--- config.mk ---
export PLATFORM = sky130hd
export DESIGN_NAME = pc_sequencer
export DESIGN_NICKNAME = d
export VERILOG_FILES = /design/src/rtl/pc_sequencer.sv
export SDC_FILE = /design/constraint.sdc
export NUM_CORES = 1
export LEC_CHECK = 0
export BUFFER_PORTS_ARGS = -buffer_cell sky130_fd_sc_hd__buf_2
export CORE_AREA = 4 4 61 63
export DETAILED_ROUTE_END_ITERATION = 6
export DIE_AREA = 0 0 65 67
export PLACE_DENSITY = 0.75
export SYNTH_ARGS = -nofsm -noshare
export SYNTH_HDL_FRONTEND = slang
export SYNTH_SLANG_ARGS = --single-unit
--- constraint.sdc ---
create_clock -name clk -period 2 [get_ports clk]
set_input_delay 0.2 -clock clk [delete_from_list [all_inputs] [get_ports clk]]
set_output_delay 0.2 -clock clk [all_outputs]
set_load 0.01 [all_outputs]
--- src/rtl/pc_sequencer.sv ---
// Program counter and run-control for the single-cycle core.
// Holds the fetch PC, sequences it (increment / branch / stall / halt) and runs
// the IDLE -> RUN -> HALTED start/done handshake with the test harness.
module pc_sequencer #(
  parameter int unsigned    D        = 8,
  parameter int unsigned    CW       = 16,
  parameter logic [D-1:0]   START_PC = '0
) (
  input  logic          clk,
  input  logic          reset,
  input  logic          start,
  input  logic          stall,
  input  logic          branch_taken,
  input  logic [D-1:0]  target,
  input  logic          halt,
  output logic [D-1:0]  pc,
  output logic          lut_branch,
  output logic          running,
  output logic          done,
  output logic          wrap_err,
  output logic [CW-1:0] cycle_count
);

  localparam logic [1:0] StIdle   = 2'd0;
  localparam logic [1:0] StRun    = 2'd1;
  localparam logic [1:0] StHalted = 2'd2;

  localparam logic [D-1:0]  PcMax  = '1;
  localparam logic [CW-1:0] CntMax = '1;

  logic [1:0]    state_q, state_d;
  logic [D-1:0]  pc_q, pc_d;
  logic          wrap_q, wrap_d;
  logic [CW-1:0] cnt_q, cnt_d;

  // Decoded status and LUT enable; target is only consumed when lut_branch is high.
  always_comb begin
    running    = (state_q == StRun);
    done       = (state_q == StHalted);
    lut_branch = branch_taken & running & ~stall & ~halt;
  end

  // Next-state: launch from IDLE/HALTED, prioritised PC update while running.
  always_comb begin
    state_d = state_q;
    pc_d    = pc_q;
    wrap_d  = wrap_q;
    cnt_d   = cnt_q;
    case (state_q)
      StIdle, StHalted: begin
        if (start) begin
          state_d = StRun;
          pc_d    = START_PC;
          cnt_d   = '0;
          wrap_d  = 1'b0;
        end
      end
      StRun: begin
        if (cnt_q != CntMax) begin
          cnt_d = cnt_q + 1'b1;
        end
        if (halt) begin
          // PC keeps pointing at the HALT instruction.
          state_d = StHalted;
        end else if (stall) begin
          pc_d = pc_q;
        end else if (lut_branch) begin
          pc_d = target;
        end else begin
          pc_d = pc_q + 1'b1;
          if (pc_q == PcMax) begin
            wrap_d = 1'b1;
          end
        end
      end
      default: begin
        state_d = StIdle;
        pc_d    = START_PC;
      end
    endcase
  end

  // State registers with asynchronous active-high reset.
  always_ff @(posedge clk or posedge reset) begin
    if (reset) begin
      state_q <= StIdle;
      pc_q    <= START_PC;
      wrap_q  <= 1'b0;
      cnt_q   <= '0;
    end else begin
      state_q <= state_d;
      pc_q    <= pc_d;
      wrap_q  <= wrap_d;
      cnt_q   <= cnt_d;
    end
  end

  assign pc          = pc_q;
  assign wrap_err    = wrap_q;
  assign cycle_count = cnt_q;

endmodule

==> flow_summary.yaml, run 1 <==
status:
  status: "finished clean"
route:
  avgRoutedWirePerCell_um: 15.5
  drt_iter0_drc: 148
  drc: 0
  wl_um: 4010
  drtPass1Iterations: 4
  drt-vias-per-instance: 5.93
  ant_nets: 0
  vias: 1535
timing:
  fmax_ghz: 0.528
  setup_violations: 0
  fin_setup_tns_ps: 0
  fin_crit_sh_pct: 94.7
  slew_violations: 0
  skew_ps: 18.2
  fin_crit_ps: 1890
  slew_headroom_pct: 58.3
  tightest_slew_ps: 626
  finalHoldViolCount: 0
  rsz0062_at_grt: "false"
logic_synthesis:
  avgSynthCellArea_um2: 9.21
  synthTopCellsByArea: "dfrtp_1, a31oi_1, nand2_1, o21ai_0, a21oi_1"
  netlist_instances: 168
  synth_compound_area_share_pct: 26.6
  yosysTopAreaCellShare_pct: 43.7
  synthMuxAreaShare_pct: 1.37
  synth_top_family_by_area: "compound AO/OA/AOI/OAI gates"
  synth_warnings: 0
  synth-simple-area-share_pct: 23.0
  yosysSeqAreaShare_pct: 43.7
  synth_top_area_cell: "dfrtp_1"
  syn-cell-area_um2: 1550
  synth_edf_count: 0
  synth_fp_nets: 184
  yosys.area_share.adder_pct: 1.62
  synth_cell_types: 45
  async_reset_ff_share_pct: 100
  synth-xor-area-share_pct: 0.566
  synth-main-ff-cell: "dfrtp_1"
  ys_seq_elements: 27
final_layout:
  final_util_pct: 57.9
  drive_above_1_share_pct: 27.7
  syn2layout_area_growth_pct: 20.9
  multi_input_area_um2: 822
  fill_cells: 316
  ff_latch_area_um2: 678
  n_antenna_cell: 0
  nets: 230
clock_network:
  clock_latency_ps: 330
  root_buffer: "clkbuf_4"
  cts_tree: "yes"
  htreeDepth: 1
  clockBufferDepth: 2
  clkTransAtPathRegs_ps: 150
  cts_inserted_buffers: 3
  clock_sinks: 27
floorplan:
  core_um2: 3230
  die_area_um2: 4360
  rows: 21
  initial_core_util_pct: 47.9
  die_w_um: 65
  die_h_um: 67
  pin_count: 42
hold_path:
  min_path_type: "in2reg"
global_routing:
  grt-ovfl-total: 0
  grt_max_degree: 28
  antenna_found_initial: 0
  grt_pass1_vias: 1471
  grt_pass1_wl_um: 6640
  track_usage_pct: 19.2
critical_path:
  worstSetupStartpointType: "flip-flop"
  crit_required_ps: 1800
  worst_setup_path_end_kind: "output pin"
  crit_arrival_ps: 1690
  path_class: "reg2out"
  worstPathMaxFanout: 14
place:
  gp_congestion: 0.866
  port_buffers: 41
  dpl.hpwl_um: 2980
run:
  drv_cap: 0
power:
  power_density_nw_per_um2: 911
  ir_worst_vdd_mv: 0.489
  leakagePower_nw: 0.930
[registers in the layout (all words and copies together) (netlist names)]
name and flops:
wrap_err 1, pc 8, state_q 2, cycle_count 16
[area by class of cell]
type / count / area share (%)
clock buffer: 3 / 1.20
inverter: 6 / 1.40
clock inverter: 1 / 0.267
multi-input combinational: 128 / 43.9
tap: 46 / 3.07
timing repair buffer: 48 / 13.9
sequential: 27 / 36.2
[cell usage after synthesis, types with 2 or more instances]
cell type	number
nand2_1	15
dfrtp_1	27
ha_1	2
a21oi_1	10
clkbuf_1	5
and4_1	4
nand3_1	7
a41oi_1	3
and3_1	5
a22oi_1	3
nor3_1	7
nor2_1	11
a31oi_1	10
o31ai_1	2
o211ai_1	2
inv_1	5
nor4_1	2
o21ai_0	11
o22ai_1	3
o21a_1	2
a211o_1	3
nor2b_1	2
a22o_1	2
nand4_1	4
[per-stage QoR]
| stage | cell area [um2] | total power [W] | instances | hold WS [ps] | setup slack [ps] |
|---|---|---|---|---|---|
| final | 1870 | 0.00170 | 259 | 78.2 | 107 |
| after global routing | 1870 | 0.00183 | 259 | 83.5 | 23.3 |
| after CTS | 1860 | 0.00171 | 258 | 66.5 | 85.4 |
| after detailed placement | 1820 | 0.00147 | 253 | 283 | 93.3 |
| after global placement | 1820 | 0.00143 | 253 | 271 | 194 |
| after floorplan | 1550 | 0.00120 | 168 | 253 | 212 |
[final timing paths]
check | start | end | slack (ps) | cells past startpoint
max in group asynchronous | reset | cycle_count[1]$_DFFE_PP0P_ | 1260 | 4
min | halt | state_q[0]$_DFFE_PP0P_ | 80 | 2
max reg2reg | cycle_count[0]$_DFFE_PP0P_ | cycle_count[5]$_DFFE_PP0P_ | 150 | 5
min reg2reg | wrap_err$_DFFE_PP0P_ | wrap_err$_DFFE_PP0P_ | 540 | 2
min in group asynchronous | reset | cycle_count[8]$_DFFE_PP0P_ | 450 | 4
max | state_q[0]$_DFFE_PP0P_ | lut_branch | 110 | 5
[worst max-delay path, cell delays in order (launching register included)]
cell	delay, ps
dfrtp_1	460
nand2b_1	170
clkinvlp_4	190
buf_4	230
and3_1	170
buf_2	140
[power breakdown]
group | switching [W] | internal (W) | total (W)
combinational | 0.000344 | 0.000257 | 0.000601
sequential | 0.000207 | 0.000662 | 0.000869
clock | 0.000160 | 0.0000749 | 0.000234
[kinds of logic after synthesis]
| family | Yosys count |
|---|---|
| fa+ha+maj | 2 |
| xor+xnor | 1 |
| simple gates | 64 |
| compound gates | 59 |
| mux | 2 |
| buf+inv | 13 |
| flops | 27 |
[cells in the final DEF, fill, tap and decap left out, drive strengths merged, types with 5 or more instances in the layout]
cell / count
o21ai: 12
dfrtp: 27
buf: 47
nor2: 11
nor3: 7
nand3: 7
and3: 5
nand4: 5
inv: 5
a21oi: 10
a31oi: 10
nand2: 15
[per-layer routing]
layer	wire length (um)	GRT usage [%]	vias up	part of all wire, %
met5	0	0	-	0
met1	1790	24.1	744	45
met2	1970	33.3	52	49
met4	15	6.33	0	0.37
li1	-	-	737	-
met3	231	3.37	2	5.8
[timing repair]
item | 4_1_cts | 5_1_grt
gates resized for setup | 0 | 3
hold buffers | 1 | 0
setup endpoints to repair | 0 | 14
hold endpoints to repair | 27 | 0
setup buffers | 0 | 1
(Power assumes the default switching activity.)
==> run 2: changes to the inputs <==
==> config.mk (replaced) <==
export PLATFORM = sky130hd
export DESIGN_NAME = pc_sequencer
export DESIGN_NICKNAME = d
export VERILOG_FILES = /design/src/rtl/pc_sequencer.sv
export SDC_FILE = /design/constraint.sdc
export NUM_CORES = 1
export LEC_CHECK = 0
export ABC_AREA = 1
export BUFFER_PORTS_ARGS = -buffer_cell sky130_fd_sc_hd__buf_2
export CORE_AREA = 4 4 64 66
export DETAILED_ROUTE_END_ITERATION = 6
export DIE_AREA = 0 0 68 70
export PLACE_DENSITY_LB_ADDON = 0.05
export SYNTH_ARGS = -nofsm -noshare
export SYNTH_HDL_FRONTEND = slang
export SYNTH_SLANG_ARGS = --single-unit
==> run 2 against run 1 <==
Compared with the run above: maximum frequency increased by 11%; combinational power decreased by 43%; routed wire length increased by 3.7%; core utilization decreased by 1.6 points; sequential power decreased by 24%; global-route usage increased by 0.45 points; largest cell class unchanged; critical endpoint unchanged; cell area increased by 7.7%; die area increased by 9.3%; via count increased by 11%.
==> flow_summary.yaml, run 2 <==
status:
  status: "finished clean"
floorplan:
  die_h_um: 70
  die_w_um: 68
  pin_count: 42
  core_um2: 3580
  initial_core_util_pct: 48.0
  rows: 22
  die_area_um2: 4760
clock_network:
  clkTransAtPathRegs_ps: 150
  clockBufferDepth: 2
  cts_resized: 0
  cts_inserted_buffers: 3
  clock_sinks: 27
  htreeDepth: 1
  post_cts_buffers: 0
  clock_latency_ps: 340
  cts_tree: "yes"
  root_buffer: "clkbuf_4"
hold_path:
  holdCritStartpoint: "halt"
  min_path_type: "in2reg"
  hold_depth: 2
run:
  drv_cap: 0
logic_synthesis:
  synth-main-ff-cell: "dfrtp_1"
  syn-cell-area_um2: 1720
  synth_top_family_by_area: "simple AND/OR/NAND/NOR gates"
  yosysMostFrequentCell: "nand2_1"
  yosysTopAreaCellShare_pct: 39.3
  ys_seq_elements: 27
  synth_commonest_cells: "nand2_1, nor2_1, inv_1"
  synthMuxAreaShare_pct: 0
  synthTopCellsByArea: "dfrtp_1, nand2_1, nor2_1, nand3_1, inv_1"
  avgSynthCellArea_um2: 6.76
  synth_edf_count: 0
  synth_compound_area_share_pct: 8.16
  synth_warnings: 0
  synth-simple-area-share_pct: 40.1
  synth_cell_types: 23
  synth-xor-area-share_pct: 3.06
  synth_top_area_cell: "dfrtp_1"
  async_reset_ff_share_pct: 100
  yosysSeqAreaShare_pct: 39.3
  yosys.area_share.adder_pct: 1.46
  synth_fp_nets: 270
  netlist_instances: 254
global_routing:
  grt-ovfl-total: 0
  met2_usage_pct: 33.0
  grtUsageMet1_pct: 26.2
  grt_most_used_layer: "met2"
  grt_util_met3_pct: 1.93
  grt_max_degree: 28
  grt_pass1_wl_um: 7360
  grt_pass1_vias: 1638
  antenna_found_initial: 0
  track_usage_pct: 19.7
place:
  pre_cts_ws_ps: 446
  dpl.hpwl_um: 3130
  port_buffers: 41
  gp_congestion: 0.868
timing:
  fin_setup_tns_ps: 0
  rsz0062_at_grt: "false"
  setup_violations: 0
  fin_crit_sh_pct: 85.2
  setup_ws_ps: 296
  fin_crit_ps: 1700
  slew_violations: 0
  tightest_slew_ps: 389
  slew_headroom_pct: 73.9
  fmax_ghz: 0.587
  skew_ps: 4.95
  finalHoldViolCount: 0
final_layout:
  drive_above_1_share_pct: 19.0
  largest_register_ffs: 16
  final_util_pct: 56.3
  mostFrequentLayoutCell: "nand2_1"
  nets: 317
  fill_cells: 383
  most-common-layout-cells: "nand2_1, buf_2, nor2_1"
  n_antenna_cell: 0
  syn2layout_area_growth_pct: 17.3
critical_path:
  worst_setup_path_end_kind: "output pin"
  rrSetupSlack_ps: 410
  worstSetupStartpointType: "flip-flop"
  startpoint: "state_q[0]$_DFFE_PP0P_"
  r2r_cells: 8
  reg2reg_from: "cycle_count[0]$_DFFE_PP0P_"
  worstPathMaxFanout: 5
  crit_required_ps: 1800
  crit_arrival_ps: 1500
  path_class: "reg2out"
route:
  vias: 1702
  drc: 0
  drt_iter0_drc: 94
  drtPass1Iterations: 4
  wl_um: 4160
  ant_nets: 0
  drt-vias-per-instance: 4.89
  avgRoutedWirePerCell_um: 12.0
power:
  totalPowerFinal_w: 0.00126
  ir_worst_vdd_mv: 0.327
  leakagePower_nw: 1.08
  power_density_nw_per_um2: 624
==> run 2: changes by cell type after synthesis, sizes merged, moves of 4 or more <==
| cell | change |
|---|---|
| nand3 | +20 |
| inv | +26 |
| a41oi | -4 |
| o21ai | +8 |
| nor2 | +24 |
| a21oi | -9 |
| and3 | -5 |
| a31oi | -10 |
| clkbuf | -5 |
| nor3 | -4 |
| nand2 | +74 |
| and4 | -4 |
==> run 2: what timing repair did <==
item                                    4_1_cts  5_1_grt
endpoints found under the hold margin        27        0
hold buffers                                  1        0
endpoints found under the setup margin        0        0
==> run 2: final timing paths <==
check / to
setup reg to reg: cycle_count[1]$_DFFE_PP0P_
setup / recovery: lut_branch
min in group asynchronous: cycle_count[2]$_DFFE_PP0P_
hold reg to reg: state_q[1]$_DFFE_PP0P_
hold / removal: state_q[0]$_DFFE_PP0P_
max in group asynchronous: cycle_count[10]$_DFFE_PP0P_
==> run 2: worst max-delay path, stage by stage (launching register included) <==
cell and delay, ps:
dfrtp_1 440, inv_1 70, nor2_1 130, nand3_1 170
nor2_1 190, buf_2 160
==> run 2: logic make-up (layout without fill, tap and decap cells) <==
family	Yosys count	in the layout
adders and majority gates	2	2
AOI/OAI and AO/OA	26	26
xor gates and xnor gates	6	6
DFF	27	27
and+or+nand+nor	160	160
buffers and inverters	33	79
==> run 2: area by class of cell <==
type / count / area (um2) / share of cell area, %
well taps: 48 / 60.1 / 2.98
inverters: 31 / 116 / 5.77
clock buffers: 3 / 22.5 / 1.12
clock inverters: 1 / 5.00 / 0.248
flip-flops and latches: 27 / 676 / 33.5
repair buffers: 44 / 230 / 11.4
multi-input cells: 194 / 906 / 44.9
==> run 2: stage by stage <==
stage	std cells	area (um2)	hold WS (ps)
after floorplan	254	1720	253
after global placement	343	1980	280
after detailed placement	343	1980	287
after CTS	348	2020	77.6
after global routing	348	2020	73.6
final	348	2020	79.2
==> run 2: report_power, final <==
| group | total, W | internal [W] | switching [W] | leakage (nW) |
|---|---|---|---|---|
| Combinational | 0.000344 | 0.000122 | 0.000221 | 0.688 |
| Clock | 0.000253 | 0.0000753 | 0.000178 | 0.0177 |
| Sequential | 0.000660 | 0.000595 | 0.0000654 | 0.370 |
==> run 2: routing by layer <==
metal	share of wire [%]	wire [um]
met2	48	2020
met3	4.0	167
met5	0	0
met1	46	1920
met4	1.2	49
